[src/rtl/avr_pkg.sv]
// avr_pkg: shared definitions for the AVR fetch/sequencer slice.
//   - pc_src_e    : fetch PC select encodings
//   - seq_state_e : sequencer FSM states
//   - opcode mask/match pairs for RJMP, BRBS/BRBC, JMP, LD X, ST X
//   - sreg_bit_e  : SREG bit positions {I,T,H,S,V,N,Z,C}
package avr_pkg;

    typedef enum logic [2:0] {
        PC_ZERO = 3'b000,
        PC_HOLD = 3'b001,
        PC_INC  = 3'b010,
        PC_INC2 = 3'b011,
        PC_REL  = 3'b100,
        PC_ABS  = 3'b101
    } pc_src_e;

    typedef enum logic [1:0] {
        ST_BOOT,
        ST_RUN,
        ST_JMP2,
        ST_MEM_WAIT
    } seq_state_e;

    localparam logic [15:0] RJMP_MASK  = 16'hF000;
    localparam logic [15:0] RJMP_MATCH = 16'hC000;
    localparam logic [15:0] BRBX_MASK  = 16'hF800;
    localparam logic [15:0] BRBX_MATCH = 16'hF000;
    localparam logic [15:0] JMP_MASK   = 16'hFE0E;
    localparam logic [15:0] JMP_MATCH  = 16'h940C;
    localparam logic [15:0] LDX_MASK   = 16'hFE0F;
    localparam logic [15:0] LDX_MATCH  = 16'h900C;
    localparam logic [15:0] STX_MASK   = 16'hFE0F;
    localparam logic [15:0] STX_MATCH  = 16'h920C;

    typedef enum int {
        SREG_C = 0,
        SREG_Z = 1,
        SREG_N = 2,
        SREG_V = 3,
        SREG_S = 4,
        SREG_H = 5,
        SREG_T = 6,
        SREG_I = 7
    } sreg_bit_e;

    function automatic logic op_match(input logic [15:0] instr,
                                      input logic [15:0] mask,
                                      input logic [15:0] match);
        return (instr & mask) == match;
    endfunction

endpackage

[src/rtl/avr_seq_ctrl_if.sv]
// avr_seq_ctrl_if: sequencer <-> fetch/CPU/data-memory signal bundle.
//   instr, sreg, mem_ack                         : into the sequencer
//   pc_src, jmp, exec_valid, mem_req, mem_we,
//   mem_err                                      : out of the sequencer
// slave  = sequencer side, master = environment (fetch/CPU/memory) side.
interface avr_seq_ctrl_if;
    logic [15:0] instr;
    logic [7:0]  sreg;
    logic        mem_ack;
    logic [2:0]  pc_src;
    logic [15:0] jmp;
    logic        exec_valid;
    logic        mem_req;
    logic        mem_we;
    logic        mem_err;

    modport slave (
        input  instr, sreg, mem_ack,
        output pc_src, jmp, exec_valid, mem_req, mem_we, mem_err
    );

    modport master (
        output instr, sreg, mem_ack,
        input  pc_src, jmp, exec_valid, mem_req, mem_we, mem_err
    );
endinterface

[src/rtl/avr_br_decode.sv]
// avr_br_decode: combinational classifier for the control-flow and
// memory opcodes the sequencer cares about.
//   instr_i    : held instruction word
//   sreg_i     : status register
//   is_rjmp_o  : RJMP k12
//   is_br_o    : BRBS/BRBC s,k7
//   br_taken_o : branch condition true
//   rel_off_o  : sign-extended k (k12 for RJMP, k7 for branch) + 1
//   is_jmp_o   : first word of two-word JMP
//   is_ld_o    : LD Rd,X
//   is_st_o    : ST X,Rr
module avr_br_decode
    import avr_pkg::*;
(
    input  logic [15:0] instr_i,
    input  logic [7:0]  sreg_i,
    output logic        is_rjmp_o,
    output logic        is_br_o,
    output logic        br_taken_o,
    output logic [15:0] rel_off_o,
    output logic        is_jmp_o,
    output logic        is_ld_o,
    output logic        is_st_o
);
    logic [15:0] k12_ext;
    logic [15:0] k7_ext;

    assign is_rjmp_o = op_match(instr_i, RJMP_MASK, RJMP_MATCH);
    assign is_br_o   = op_match(instr_i, BRBX_MASK, BRBX_MATCH);
    assign is_jmp_o  = op_match(instr_i, JMP_MASK,  JMP_MATCH);
    assign is_ld_o   = op_match(instr_i, LDX_MASK,  LDX_MATCH);
    assign is_st_o   = op_match(instr_i, STX_MASK,  STX_MATCH);

    // instr[10] = 0 is BRBS (taken on bit set), 1 is BRBC (taken on bit clear)
    assign br_taken_o = (sreg_i[instr_i[2:0]] == ~instr_i[10]);

    assign k12_ext = {{4{instr_i[11]}}, instr_i[11:0]};
    assign k7_ext  = {{9{instr_i[9]}},  instr_i[9:3]};

    // Fetch adds this to the PC of the current word, so +1 lands on PC+k+1
    assign rel_off_o = (is_br_o ? k7_ext : k12_ext) + 16'd1;
endmodule

[src/rtl/avr_seq_ctrl.sv]
// avr_seq_ctrl: per-cycle sequencer between fetch and the CPU core.
//   CLK, RST : clock, synchronous active-high reset
//   bus      : avr_seq_ctrl_if.slave (instr/sreg/mem_ack in;
//              pc_src/jmp/exec_valid/mem_req/mem_we/mem_err out)
// Outputs other than mem_err are combinational from state, instr and sreg
// because fetch consumes them in the same cycle.
// TW must satisfy 2**TW > MEM_TIMEOUT.
module avr_seq_ctrl
    import avr_pkg::*;
#(
    parameter int MEM_TIMEOUT = 15,
    parameter int TW          = 4
) (
    input  logic           CLK,
    input  logic           RST,
    avr_seq_ctrl_if.slave  bus
);
    seq_state_e  state_q, state_d;
    logic [TW-1:0] cnt_q, cnt_d;
    logic        mem_err_q, mem_err_d;

    pc_src_e     pc_src;
    logic [15:0] jmp;
    logic        exec_valid, mem_req, mem_we;

    logic        is_rjmp, is_br, br_taken, is_jmp, is_ld, is_st;
    logic [15:0] rel_off;
    logic        timeout;

    avr_br_decode u_dec (
        .instr_i    (bus.instr),
        .sreg_i     (bus.sreg),
        .is_rjmp_o  (is_rjmp),
        .is_br_o    (is_br),
        .br_taken_o (br_taken),
        .rel_off_o  (rel_off),
        .is_jmp_o   (is_jmp),
        .is_ld_o    (is_ld),
        .is_st_o    (is_st)
    );

    assign timeout = (cnt_q == TW'(MEM_TIMEOUT));

    always_comb begin
        pc_src     = PC_ZERO;
        jmp        = 16'h0000;
        exec_valid = 1'b0;
        mem_req    = 1'b0;
        mem_we     = 1'b0;
        state_d    = state_q;
        cnt_d      = cnt_q;
        mem_err_d  = mem_err_q;

        case (state_q)
            ST_BOOT: begin
                state_d = ST_RUN;
            end
            ST_RUN: begin
                if (is_rjmp) begin
                    pc_src     = PC_REL;
                    jmp        = rel_off;
                    exec_valid = 1'b1;
                end else if (is_br) begin
                    exec_valid = 1'b1;
                    if (br_taken) begin
                        pc_src = PC_REL;
                        jmp    = rel_off;
                    end else begin
                        pc_src = PC_INC;
                    end
                end else if (is_jmp) begin
                    pc_src  = PC_INC;
                    state_d = ST_JMP2;
                end else if (is_ld || is_st) begin
                    // Hold fetch so instr stays put for the whole access
                    mem_req = 1'b1;
                    mem_we  = bus.instr[9];
                    pc_src  = PC_HOLD;
                    cnt_d   = '0;
                    state_d = ST_MEM_WAIT;
                end else begin
                    pc_src     = PC_INC;
                    exec_valid = 1'b1;
                end
            end
            ST_JMP2: begin
                pc_src     = PC_ABS;
                jmp        = bus.instr;
                exec_valid = 1'b1;
                state_d    = ST_RUN;
            end
            ST_MEM_WAIT: begin
                mem_req = 1'b1;
                mem_we  = bus.instr[9];
                if (bus.mem_ack) begin
                    // Ack beats a coincident timeout
                    pc_src     = PC_INC;
                    exec_valid = 1'b1;
                    state_d    = ST_RUN;
                end else if (timeout) begin
                    mem_err_d = 1'b1;
                    pc_src    = PC_INC;
                    state_d   = ST_RUN;
                end else begin
                    pc_src = PC_HOLD;
                    cnt_d  = cnt_q + TW'(1);
                end
            end
            default: begin
                state_d = ST_BOOT;
            end
        endcase

        // Reset masks the combinational outputs immediately, so an
        // in-flight request drops in the same cycle.
        if (RST) begin
            pc_src     = PC_ZERO;
            jmp        = 16'h0000;
            exec_valid = 1'b0;
            mem_req    = 1'b0;
            mem_we     = 1'b0;
        end
    end

    always_ff @(posedge CLK) begin
        if (RST) begin
            state_q   <= ST_BOOT;
            cnt_q     <= '0;
            mem_err_q <= 1'b0;
        end else begin
            state_q   <= state_d;
            cnt_q     <= cnt_d;
            mem_err_q <= mem_err_d;
        end
    end

    assign bus.pc_src     = pc_src;
    assign bus.jmp        = jmp;
    assign bus.exec_valid = exec_valid;
    assign bus.mem_req    = mem_req;
    assign bus.mem_we     = mem_we;
    assign bus.mem_err    = mem_err_q;
endmodule
[src/flat_wrapper.sv]
// flat-port wrapper written by rule: the top's interface ports become plain ports
module avr_seq_ctrl_flat import avr_pkg::*;
#(
    parameter int MEM_TIMEOUT = 15,
    parameter int TW          = 4
)
  (CLK, RST, bus_instr, bus_sreg, bus_mem_ack, bus_pc_src, bus_jmp, bus_exec_valid, bus_mem_req, bus_mem_we, bus_mem_err);
  avr_seq_ctrl_if bus_i ();
  input  logic CLK;
  input  logic RST;
  input wire logic [$bits(bus_i.instr)-1:0] bus_instr;
  input wire logic [$bits(bus_i.sreg)-1:0] bus_sreg;
  input wire logic [$bits(bus_i.mem_ack)-1:0] bus_mem_ack;
  output wire logic [$bits(bus_i.pc_src)-1:0] bus_pc_src;
  output wire logic [$bits(bus_i.jmp)-1:0] bus_jmp;
  output wire logic [$bits(bus_i.exec_valid)-1:0] bus_exec_valid;
  output wire logic [$bits(bus_i.mem_req)-1:0] bus_mem_req;
  output wire logic [$bits(bus_i.mem_we)-1:0] bus_mem_we;
  output wire logic [$bits(bus_i.mem_err)-1:0] bus_mem_err;
  assign bus_i.instr = bus_instr;
  assign bus_i.sreg = bus_sreg;
  assign bus_i.mem_ack = bus_mem_ack;
  assign bus_pc_src = bus_i.pc_src;
  assign bus_jmp = bus_i.jmp;
  assign bus_exec_valid = bus_i.exec_valid;
  assign bus_mem_req = bus_i.mem_req;
  assign bus_mem_we = bus_i.mem_we;
  assign bus_mem_err = bus_i.mem_err;
  avr_seq_ctrl #(.MEM_TIMEOUT(MEM_TIMEOUT), .TW(TW)) u_core (.CLK(CLK), .RST(RST), .bus(bus_i));
endmodule
[config.mk]
export PLATFORM = sky130hd
export DESIGN_NAME = avr_seq_ctrl_flat
export DESIGN_NICKNAME = d
export VERILOG_FILES = /design/src/rtl/avr_pkg.sv /design/src/rtl/avr_seq_ctrl_if.sv /design/src/rtl/avr_br_decode.sv /design/src/rtl/avr_seq_ctrl.sv /design/src/flat_wrapper.sv
export SDC_FILE = /design/constraint.sdc
export NUM_CORES = 1
export LEC_CHECK = 0
export BUFFER_PORTS_ARGS = -buffer_cell sky130_fd_sc_hd__buf_4
export CAP_MARGIN = 15
export CORE_ASPECT_RATIO = 0.5
export CORE_UTILIZATION = 40
export CTS_CLUSTER_DIAMETER = 50
export DETAILED_ROUTE_END_ITERATION = 8
export MAX_ROUTING_LAYER = met4
export PLACE_DENSITY = 0.72
export SLEW_MARGIN = 15
export SYNTH_ARGS = -nofsm -noshare
export SYNTH_HDL_FRONTEND = slang
export SYNTH_HIERARCHICAL = 1
export SYNTH_SLANG_ARGS = --single-unit
[constraint.sdc]
create_clock -name CLK -period 2.26 [get_ports CLK]
set_clock_uncertainty 0.1 [all_clocks]
set_input_delay 0.226 -clock CLK [delete_from_list [all_inputs] [get_ports CLK]]
set_output_delay 0.226 -clock CLK [all_outputs]
set_load 0.005 [all_outputs]
==> flow_metrics.py, run 1 <==
metrics = {
    "run_status": {
        "status": "finished, violations left",
        "failed_checks": "design-rule violations, negative setup slack",
    },
    "logic_synthesis": {
        "synth_mux_area_share_pct": 7.692,
        "seq_area_frac_synth_pct": 10.26,
        "ys.flop_type": "dfxtp_1",
        "synthTopCellsByArea": "dfxtp_1, a22oi_1, nor2_1",
        "syn_nets": 227,
        "syn_avg_cell_area_um2": 7.043,
        "synth_top_family_by_area": "simple AND/OR/NAND/NOR gates",
        "synth_cell_types": 55,
        "synth_xor_area_share_pct": 7.051,
        "post-synth-top-area-cell": "dfxtp_1",
        "ys_top_cells_by_count": "nor2_1, nand2_1, a22oi_1, nand3_1, a21oi_1",
        "ys_ff_latch": 7,
        "synthCells": 194,
        "synth-compound-area-share_pct": 25.37,
        "synth_edf_count": 0,
        "synth-simple-area-share_pct": 36.81,
        "yosysTopAreaCellShare_pct": 10.26,
        "synth-async-reset-ratio_pct": 0,
        "syn_area_mm2": 0.001366,
        "synth_most_common_cell": "nor2_1",
        "yosys.area_share.adder_pct": 5.495,
        "ys_warn_count": 6,
    },
    "cells_and_area": {
        "fin_nets": 297,
        "final-seq-area_um2": 140.1,
        "drive_above_1_share_pct": 42.21,
        "diodes": 0,
        "multi_input_area_mm2": 0.001217,
        "finish.utilization_pct": 67.30,
        "syn_to_final_growth_pct": 53.57,
        "nFillCells": 301,
    },
    "sta": {
        "worst_slew_pin_slew_ns": 0.6351,
        "rsz0062_at_grt": "yes",
        "timing.fmax_mhz": 437.1,
        "whs_ns": 0.1903,
        "hold_viol_final": 0,
        "finalSetupViolCount": 1,
        "final.setup.tns_ns": -0.02805,
        "min_period_ns": 2.288,
        "final.period_utilization_pct": 101.2,
        "worst_slack_ns": -0.02805,
        "slew_headroom_pct": 57.08,
        "slew_violations": 0,
    },
    "floorplan": {
        "num_rows": 14,
        "fp.coreArea_mm2": 0.003118,
        "die_y_um": 43.33,
        "ios": 50,
        "die_x_um": 84.66,
        "initial_core_util_pct": 43.82,
        "dieArea_mm2": 0.003668,
    },
    "setup_path": {
        "path_max_fanout": 4,
        "worst_ep_arrival_time_ns": 1.96,
        "crit_path_cell_trace": "buf_8 > nor2b_4 > nand4_4 > mux2i_1 > inv_1 > ha_4 > and3_4 > nand2_4 > or4_4 > nand3_2 > a22oi_1 > nor2_1 > buf_4",
        "critical_path_class": "input pin to primary output",
        "critPathRequiredTime_ns": 1.93,
        "crit_path_start_kind": "input pin",
        "critPathCaptureType": "primary output",
        "slowest_stage": "or4_4",
        "max_stage_delay_ns": 0.41,
    },
    "global_routing": {
        "grt_overflow": 0,
        "grt_max_degree": 19,
        "grt_pass1_wl_mm": 7.065,
        "grt.total_usage_pct": 24.52,
        "grt_pass1_vias": 1623,
        "antenna_found_initial": 0,
    },
    "route": {
        "vias": 1768,
        "avgRoutedWirePerCell_um": 14.45,
        "vias_per_cell": 5.835,
        "drt-initial-drc-count": 81,
        "wirelength_mm": 4.378,
        "postRouteAntennaNets": 0,
        "drcViolationCount": 3,
        "dr.pass1.iters": 9,
    },
    "run": {
        "max_cap_violations": 0,
    },
    "clocking": {
        "clockRootBuffer": "clkbuf_8",
        "cts_buffers": 3,
        "htreeDepth": 1,
        "clockBufferDepth": 2,
        "clkSinkCount": 7,
        "insertion_delay_ns": 0.23,
        "cts_hold_buf": 0,
        "cts_tree": "built",
        "clk_pin_slew_ns": 0.04,
    },
    "placed_design": {
        "place_ws_ns": -0.07414,
        "port_buffers": 49,
        "gp_routability_congestion": 0.8724,
        "place_hpwl_mm": 3.080,
    },
    "power": {
        "power_mw": 0.5926,
        "irDropWorstVdd_v": 0.0001337,
        "leakagePower_nw": 0.8843,
        "power_density_mw_per_mm2": 282.4,
    },
    "worst_hold_path": {
        "min_path_type": "input pin to register",
    },
}
==> kinds of logic after synthesis <==
logic type      count (synthesis)
buf+inv                        21
compound gates                 50
xor+xnor                       11
mux                             8
flops                           7
simple gates                   91
fa+ha+maj                       6
==> layer usage <==
| metal | vias to the layer above | track usage [%] | part of all wire, % | routed length, um |
|---|---|---|---|---|
| li1 | 866 | - | - | - |
| met1 | 847 | 29.40 | 44 | 1942 |
| met2 | 49 | 44.39 | 50 | 2202 |
| met3 | 6 | 1.556 | 3.8 | 166 |
| met4 | 0 | 8.814 | 1.5 | 66 |
| met5 | - | - | 0 | 0 |
==> report_power, final <==
part	internal [mW]	switching (mW)
Clock	0.122	0.0543
Combinational	0.142	0.142
Sequential	0.128	0.00475
==> through the flow <==
step	instance area, um^2	instances
after global routing	2098	303
after floorplan	1405	194
after global placement	1933	294
after detailed placement	1933	294
after CTS	2019	301
final	2098	303
==> path summary, 6_finish.rpt <==
| path | endpoint | slack, ns | startpoint | cells after the start |
|---|---|---|---|---|
| setup / recovery | bus_jmp[10] | -0.03 | bus_instr[11] | 13 |
| hold / removal | u_core/cnt_q[0]$_SDFFE_PP0P_ | 0.19 | RST | 2 |
| setup reg to reg | u_core/cnt_q[3]$_SDFFE_PP0P_ | 0.29 | u_core/state_q[1]$_SDFFE_PP0P_ | 6 |
| hold reg to reg | u_core/bus.mem_err$_SDFFE_PP0P_ | 0.39 | u_core/bus.mem_err$_SDFFE_PP0P_ | 2 |
==> cell usage in the layout, fill, tap and decap left out, drive strengths merged, types with 3 or more instances in the layout <==
| cell | netlist | routed |
|---|---|---|
| a21oi | 9 | 9 |
| dfxtp | 7 | 7 |
| buf | 9 | 80 |
| and3 | 3 | 3 |
| o21ai | 7 | 7 |
| mux2i | 6 | 6 |
| a22oi | 16 | 16 |
| xor2 | 5 | 5 |
| xnor2 | 6 | 6 |
| ha | 6 | 6 |
| nand2 | 18 | 18 |
| nand3 | 14 | 14 |
| nor3 | 4 | 4 |
| clkbuf | 5 | 4 |
| nand4 | 6 | 6 |
| inv | 6 | 6 |
| nor2 | 25 | 25 |
| nor3b | 3 | 3 |
| a211oi | 4 | 4 |
| a31oi | 4 | 4 |
==> critical path, delay by kind of cell <==
family                     cells  cell delay [ns]
muxes                          1             0.16
and+or+nand+nor                7             1.08
AOI/OAI and AO/OA              1             0.06
adders and majority gates      1             0.14
buffers and inverters          3             0.31
==> area by class of cell <==
type,instances,share of cell area (%)
multi-input combinational,166,58.02
timing repair buffer,80,29.70
sequential,7,6.679
tap,40,2.385
clock buffer,4,2.147
inverter,6,1.073
==> timing repair <==
action	CTS	global route
setup buffers	3	1
pin swaps	2	8
setup endpoints to repair	2	22
cloned	0	1
gates resized for setup	4	17
==> registers in the layout, indices dropped and copies added (netlist names) <==
name / count
u_core/bus.mem_err: 1
u_core/cnt_q: 4
u_core/state_q: 2
Note: power is estimated with default switching activity, not from simulation.
==> run 2: changes to the inputs <==
- CORE_UTILIZATION: 40 -> 45
- PLACE_DENSITY: 0.72 -> 0.8
==> run 2 against run 1 <==
  * The run ends with negative setup slack left
  * Routed wire length grew 9.6%
  * Via count grew 1.8%
  * Die area shrank 11%
  * Critical path depth is the same
  * Core utilization grew 11 points
  * Hold slack gained 0.012 ns
  * Worst setup slack lost 0.083 ns
  * Cell count shrank 0.99%
  * Fmax shrank 3.5%
  * Global-route usage grew 3.0 points
  * Final area grew 2.1%
==> flow_metrics.py, run 2 (synthesized netlist as in run 1, its figures left out) <==
metrics = {
    "run_status": {
        "status": "finished, violations left",
        "failed_checks": "negative setup slack",
    },
    "cells_and_area": {
        "final_cell_mix": "buf_4, nor2_1, nand2_1, a22oi_1, nand3_1",
        "diodes": 0,
        "fin_nets": 297,
        "top_register": "u_core/cnt_q",
        "syn_to_final_growth_pct": 56.78,
        "largest_reg_flops": 4,
        "stdcell_count": 300,
        "finish.utilization_pct": 78.39,
        "final_common_cell": "buf_4",
        "drive_above_1_share_pct": 44.49,
    },
    "sta": {
        "final.period_utilization_pct": 104.9,
        "slew_headroom_pct": 53.23,
        "rsz0062_at_grt": "yes",
        "worst_slack_ns": -0.1108,
        "slew_violations": 0,
        "finalSetupViolCount": 5,
        "final.setup.tns_ns": -0.3159,
        "min_period_ns": 2.371,
        "hold_viol_final": 0,
        "timing.fmax_mhz": 421.8,
        "whs_ns": 0.2019,
        "worst_slew_pin_slew_ns": 0.6921,
    },
    "floorplan": {
        "die_x_um": 79.93,
        "initial_core_util_pct": 50.00,
        "dieArea_mm2": 0.003274,
        "num_rows": 13,
        "fp.coreArea_mm2": 0.002733,
        "ios": 50,
        "die_y_um": 40.97,
    },
    "global_routing": {
        "grt_overflow": 0,
        "antenna_found_initial": 0,
        "grt.total_usage_pct": 27.54,
        "grt_max_degree": 19,
        "grt_pass1_wl_mm": 6.541,
        "grt_pass1_vias": 1503,
    },
    "route": {
        "avgRoutedWirePerCell_um": 15.99,
        "vias_per_cell": 5.997,
        "postRouteAntennaNets": 0,
        "drcViolationCount": 0,
        "wirelength_mm": 4.798,
        "dr.pass1.iters": 4,
        "drt-initial-drc-count": 76,
        "vias": 1799,
    },
    "run": {
        "max_cap_violations": 0,
    },
    "power": {
        "irDropWorstVdd_v": 0.0003527,
        "p_int_mw": 0.3933,
        "pwr-share-clk_pct": 28.9,
        "power_density_mw_per_mm2": 280.7,
        "swShare_pct": 34.60,
        "pwr-share-comb_pct": 49.0,
        "p_seq_share_pct": 22.2,
        "power_switching_mw": 0.2080,
        "leakagePower_nw": 0.8858,
    },
    "worst_hold_path": {
        "hp-start": "RST",
        "min_path_type": "input pin to register",
    },
    "setup_path": {
        "slowest_stage": "or4_4",
        "critPathRequiredTime_ns": 1.93,
        "path_max_fanout": 5,
        "critPathLaunch": "bus_instr[12]",
        "crit_path_start_kind": "input pin",
        "critPathCaptureType": "primary output",
        "crit_path_cell_trace": "buf_6 > nor2b_4 > nand4_4 > mux2i_2 > inv_1 > ha_4 > and3_4 > nand2_4 > or4_4 > nand3_2 > a22oi_2 > nor2_1 > buf_4",
        "path_buf_inv": 3,
        "critical_path_class": "input pin to primary output",
        "max_stage_delay_ns": 0.41,
        "r2r_start": "u_core/state_q[1]$_SDFFE_PP0P_",
        "cp_top_family": "simple AND/OR/NAND/NOR gates",
        "worst_ep_arrival_time_ns": 2.04,
    },
    "placed_design": {
        "gp_routability_congestion": 0.8399,
        "place_ws_ns": -0.1079,
        "port_buffers": 49,
        "place_hpwl_mm": 3.223,
        "place_inst": 291,
    },
    "clocking": {
        "clk_pin_slew_ns": 0.04,
        "cts_tree": "built",
        "clkSinkCount": 7,
        "cts_buffers": 3,
        "clockBufferDepth": 2,
        "clockRootBuffer": "clkbuf_8",
        "insertion_delay_ns": 0.22,
        "htreeDepth": 1,
    },
}
## run 2: cell counts in the layout (fill, tap and decap cells not counted)
Identical to the previous run, type by type.
## run 2: path summary, 6_finish.rpt
| check | slack [ns] | cells past startpoint | to |
|---|---|---|---|
| max | -0.11 | 13 | bus_jmp[10] |
| min | 0.20 | 2 | u_core/cnt_q[0]$_SDFFE_PP0P_ |
| max reg2reg | 0.22 | 6 | u_core/cnt_q[3]$_SDFFE_PP0P_ |
| min reg2reg | 0.39 | 2 | u_core/bus.mem_err$_SDFFE_PP0P_ |
## run 2: power groups by stage
stage	clock network, mW	registers [mW]	logic, mW
global route	0.184	0.134	0.317
detailed placement	0	0.134	0.261
floorplan	0	0.133	0.147
global placement	0	0.134	0.255
finish	0.174	0.133	0.294
CTS	0.180	0.132	0.266
## run 2: timing repair
| item | 4_1_cts | 5_1_grt |
|---|---|---|
| gates cloned | 0 | 1 |
| hold buffers | 0 | 0 |
| pin swaps | 4 | 16 |
| buffers inserted | 1 | 3 |
| gates resized for setup | 7 | 25 |
| setup endpoints to repair | 5 | 23 |
## run 2: final cells by class
type                    instances  area [um^2]
clock buffers                   4        45.04
inverters                       6        22.52
flip-flops and latches          7        140.1
fillers                       179        590.6
well taps                      37        46.29
repair buffers                 80        638.1
multi-input cells             166         1250
## run 2: metrics by stage
step,instance area [um^2],power (mW)
floorplan,1405,0.2799
global placement,1929,0.3896
detailed placement,1929,0.3952
CTS,2014,0.5783
global route,2142,0.6339
finish,2142,0.6013
## run 2: per-layer routing
metal / GRT usage, % / share of wire, % / vias to the layer above
li1: - / - / 863
met1: 31.61 / 41 / 832
met5: - / 0 / -
met3: 1.333 / 6.6 / 14
met4: 13.39 / 2.3 / 0
met2: 52.78 / 51 / 90
==> run 3: changes to the inputs <==
- CORE_UTILIZATION: 45 -> 46
- SYNTH_HIERARCHICAL: 1 -> not set
==> run 3 against run 2 <==
  * The flow still finishes with violations (negative setup slack)
  * Hold slack got worse by 0.044 ns
  * Via count increased by 12%
  * First-iteration DRC count rose by 95%
  * Cell count increased by 7.3%
  * Global-route usage increased by 1.1 points
  * Power shrank 1.7%
  * Count of clock-buffer cells in the layout stayed put
==> flow_metrics.py, run 3 <==
metrics = {
    "power": {
        "swShare_pct": 36.75,
        "p_int_mw": 0.3737,
        "power_mw": 0.5908,
        "irDropWorstVdd_v": 0.0003242,
        "power_density_mw_per_mm2": 278.1,
        "pwr-share-clk_pct": 29.7,
        "pwr-share-comb_pct": 47.5,
        "leakagePower_nw": 0.8431,
        "p_seq_share_pct": 22.8,
        "power_switching_mw": 0.2171,
    },
    "route": {
        "wirelength_mm": 5.228,
        "avgRoutedWirePerCell_um": 16.24,
        "dr.pass1.iters": 5,
        "vias": 2021,
        "vias_per_cell": 6.276,
        "drt-initial-drc-count": 148,
        "postRouteAntennaNets": 0,
        "drcViolationCount": 0,
    },
    "global_routing": {
        "grt_max_degree": 17,
        "grt_pass1_vias": 1654,
        "grt_overflow": 0,
        "grt_pass1_wl_mm": 7.569,
        "grt.total_usage_pct": 28.61,
        "antenna_found_initial": 0,
    },
    "logic_synthesis": {
        "syn_area_mm2": 0.001450,
        "ys_ff_latch": 7,
        "syn_nets": 259,
        "synth_most_common_cell": "a21oi_1",
        "yosysTopAreaCellShare_pct": 11.04,
        "post-synth-top-area-cell": "a21oi_1",
        "synth-async-reset-ratio_pct": 0,
        "synthTopCellsByArea": "a21oi_1, dfxtp_1, nand2_1",
        "ys_warn_count": 0,
        "seq_area_frac_synth_pct": 9.664,
        "ys_top_cells_by_count": "a21oi_1, nand2_1, nor2_1, o21ai_0, clkbuf_1",
        "syn_avg_cell_area_um2": 6.417,
        "synthCells": 226,
        "synth_cell_types": 52,
        "synth_edf_count": 0,
        "ys.flop_type": "dfxtp_1",
    },
    "sta": {
        "worst_slew_pin_slew_ns": 0.7227,
        "final.setup.tns_ns": -0.4915,
        "whs_ns": 0.1580,
        "min_period_ns": 2.359,
        "timing.fmax_mhz": 423.9,
        "slew_headroom_pct": 51.82,
        "finalSetupViolCount": 7,
        "worst_slack_ns": -0.09881,
        "hold_viol_final": 0,
        "slew_violations": 0,
        "rsz0062_at_grt": "yes",
        "final.period_utilization_pct": 104.4,
    },
    "placed_design": {
        "place_inst": 313,
        "place_hpwl_mm": 3.565,
        "port_buffers": 49,
        "gp_routability_congestion": 0.9663,
        "placed_area_mm2": 0.001947,
        "place_ws_ns": -0.2220,
    },
    "setup_path": {
        "critical_path_class": "input pin to primary output",
        "crit_path_cell_trace": "buf_6 > and4b_1 > nand2_2 > mux2_4 > ha_4 > nand3_2 > buf_6 > o32ai_2 > a21oi_1 > o21ai_1 > a21oi_1 > buf_4",
        "path_max_fanout": 6,
        "critPathCaptureType": "primary output",
        "slowest_stage": "mux2_4",
        "path_buf_inv": 3,
        "critPathRequiredTime_ns": 1.93,
        "crit_path_start_kind": "input pin",
        "worst_ep_arrival_time_ns": 2.03,
        "cp_top_family": "compound AO/OA/AOI/OAI gates",
        "max_stage_delay_ns": 0.32,
    },
    "floorplan": {
        "initial_core_util_pct": 52.14,
        "dieArea_mm2": 0.003395,
        "die_y_um": 41.70,
        "ios": 50,
        "die_x_um": 81.41,
        "num_rows": 13,
        "fp.coreArea_mm2": 0.002781,
    },
    "run_status": {
        "status": "finished, violations left",
        "failed_checks": "negative setup slack",
    },
    "cells_and_area": {
        "fin_nets": 319,
        "drive_above_1_share_pct": 38.95,
        "diodes": 0,
        "largest_reg_flops": 4,
        "top_register": "u_core.cnt_q",
        "final_cell_mix": "buf_4, a21oi_1, nand2_1",
        "nFillCells": 224,
        "syn_to_final_growth_pct": 46.51,
        "stdcell_area_mm2": 0.002125,
        "final_common_cell": "buf_4",
        "finish.utilization_pct": 76.38,
        "stdcell_count": 322,
    },
    "clocking": {
        "clk_pin_slew_ns": 0.04,
        "cts_tree": "built",
        "cts_hold_buf": 0,
        "clockRootBuffer": "clkbuf_8",
        "insertion_delay_ns": 0.23,
        "clkSinkCount": 7,
        "cts_buffers": 3,
        "clockBufferDepth": 2,
        "htreeDepth": 1,
    },
    "worst_hold_path": {
        "min_path_type": "input pin to register",
    },
    "run": {
        "max_cap_violations": 0,
    },
}
==> run 3: cell types whose count changed after synthesis, sizes merged, moves of 3 or more <==
cell	change
a21oi	+23
a22oi	-14
clkbuf	+8
inv	+3
nand2	+9
nor2	-4
nor3b	-3
o21ai	+11
o221ai	+4
or3	+4
==> run 3: path summary, 6_finish.rpt <==
kind                                                 startpoint  cells past startpoint                               to  slack, ns
worst max-delay path                              bus_instr[11]                     12                      bus_jmp[12]       -0.1
worst min-delay path                                        RST                      2     u_core.cnt_q[1]$_SDFFE_PP0P_       0.16
worst max register to register     u_core.cnt_q[0]$_SDFFE_PP0P_                      5     u_core.cnt_q[3]$_SDFFE_PP0P_       0.18
worst min register to register  u_core.bus.mem_err$_SDFFE_PP0P_                      2  u_core.bus.mem_err$_SDFFE_PP0P_       0.36
==> run 3: power by group through the flow <==
| stage | sequential, mW | clock, mW | combinational (mW) |
|---|---|---|---|
| after floorplan | 0.134 | 0 | 0.155 |
| after global routing | 0.136 | 0.188 | 0.304 |
| after global placement | 0.135 | 0 | 0.248 |
| after detailed placement | 0.136 | 0 | 0.253 |
| after CTS | 0.134 | 0.181 | 0.261 |
| final | 0.135 | 0.175 | 0.281 |
==> run 3: worst register-to-register path, stage by stage, from the launching register on <==
cell,delay [ns]
dfxtp_1,0.34
ha_1,0.24
and3_1,0.23
or3_1,0.42
or4_1,0.53
a21oi_1,0.14
==> run 3: logic make-up (layout without fill, tap and decap cells) <==
group	Yosys count	after routing	synth area share (%)
AO/OA/AOI/OAI	80	80	35.46
XOR/XNOR	7	7	4.228
adder cells (fa/ha/maj)	6	6	5.177
buffers and inverters	29	88	9.059
flip-flops	7	7	9.663
multiplexers	6	6	4.228
AND/OR/NAND/NOR	91	91	32.18
==> run 3: final cells by class <==
cell class	count	area (um^2)	share of cell area, %
inverters	9	33.78	1.590
flip-flops and latches	7	142.6	6.714
clock buffers	4	45.04	2.120
repair buffers	75	578.1	27.21
multi-input cells	190	1279	60.19
well taps	37	46.29	2.179
==> run 3: repair_timing <==
| item | 4_1_cts | 5_1_grt |
|---|---|---|
| endpoints found under the setup margin | 8 | 18 |
| pin swaps | 9 | 17 |
| setup buffers | 1 | 4 |
| resized for setup | 8 | 16 |
==> run 3: metal layers <==
layer  up-vias  GRT usage (%)  routed length [um]
met5         -              -                   0
met4         0          6.071                 101
met3        16          1.758                 409
met2       105          47.00                2516
met1       951          38.38                2201
li1        949              -                   -
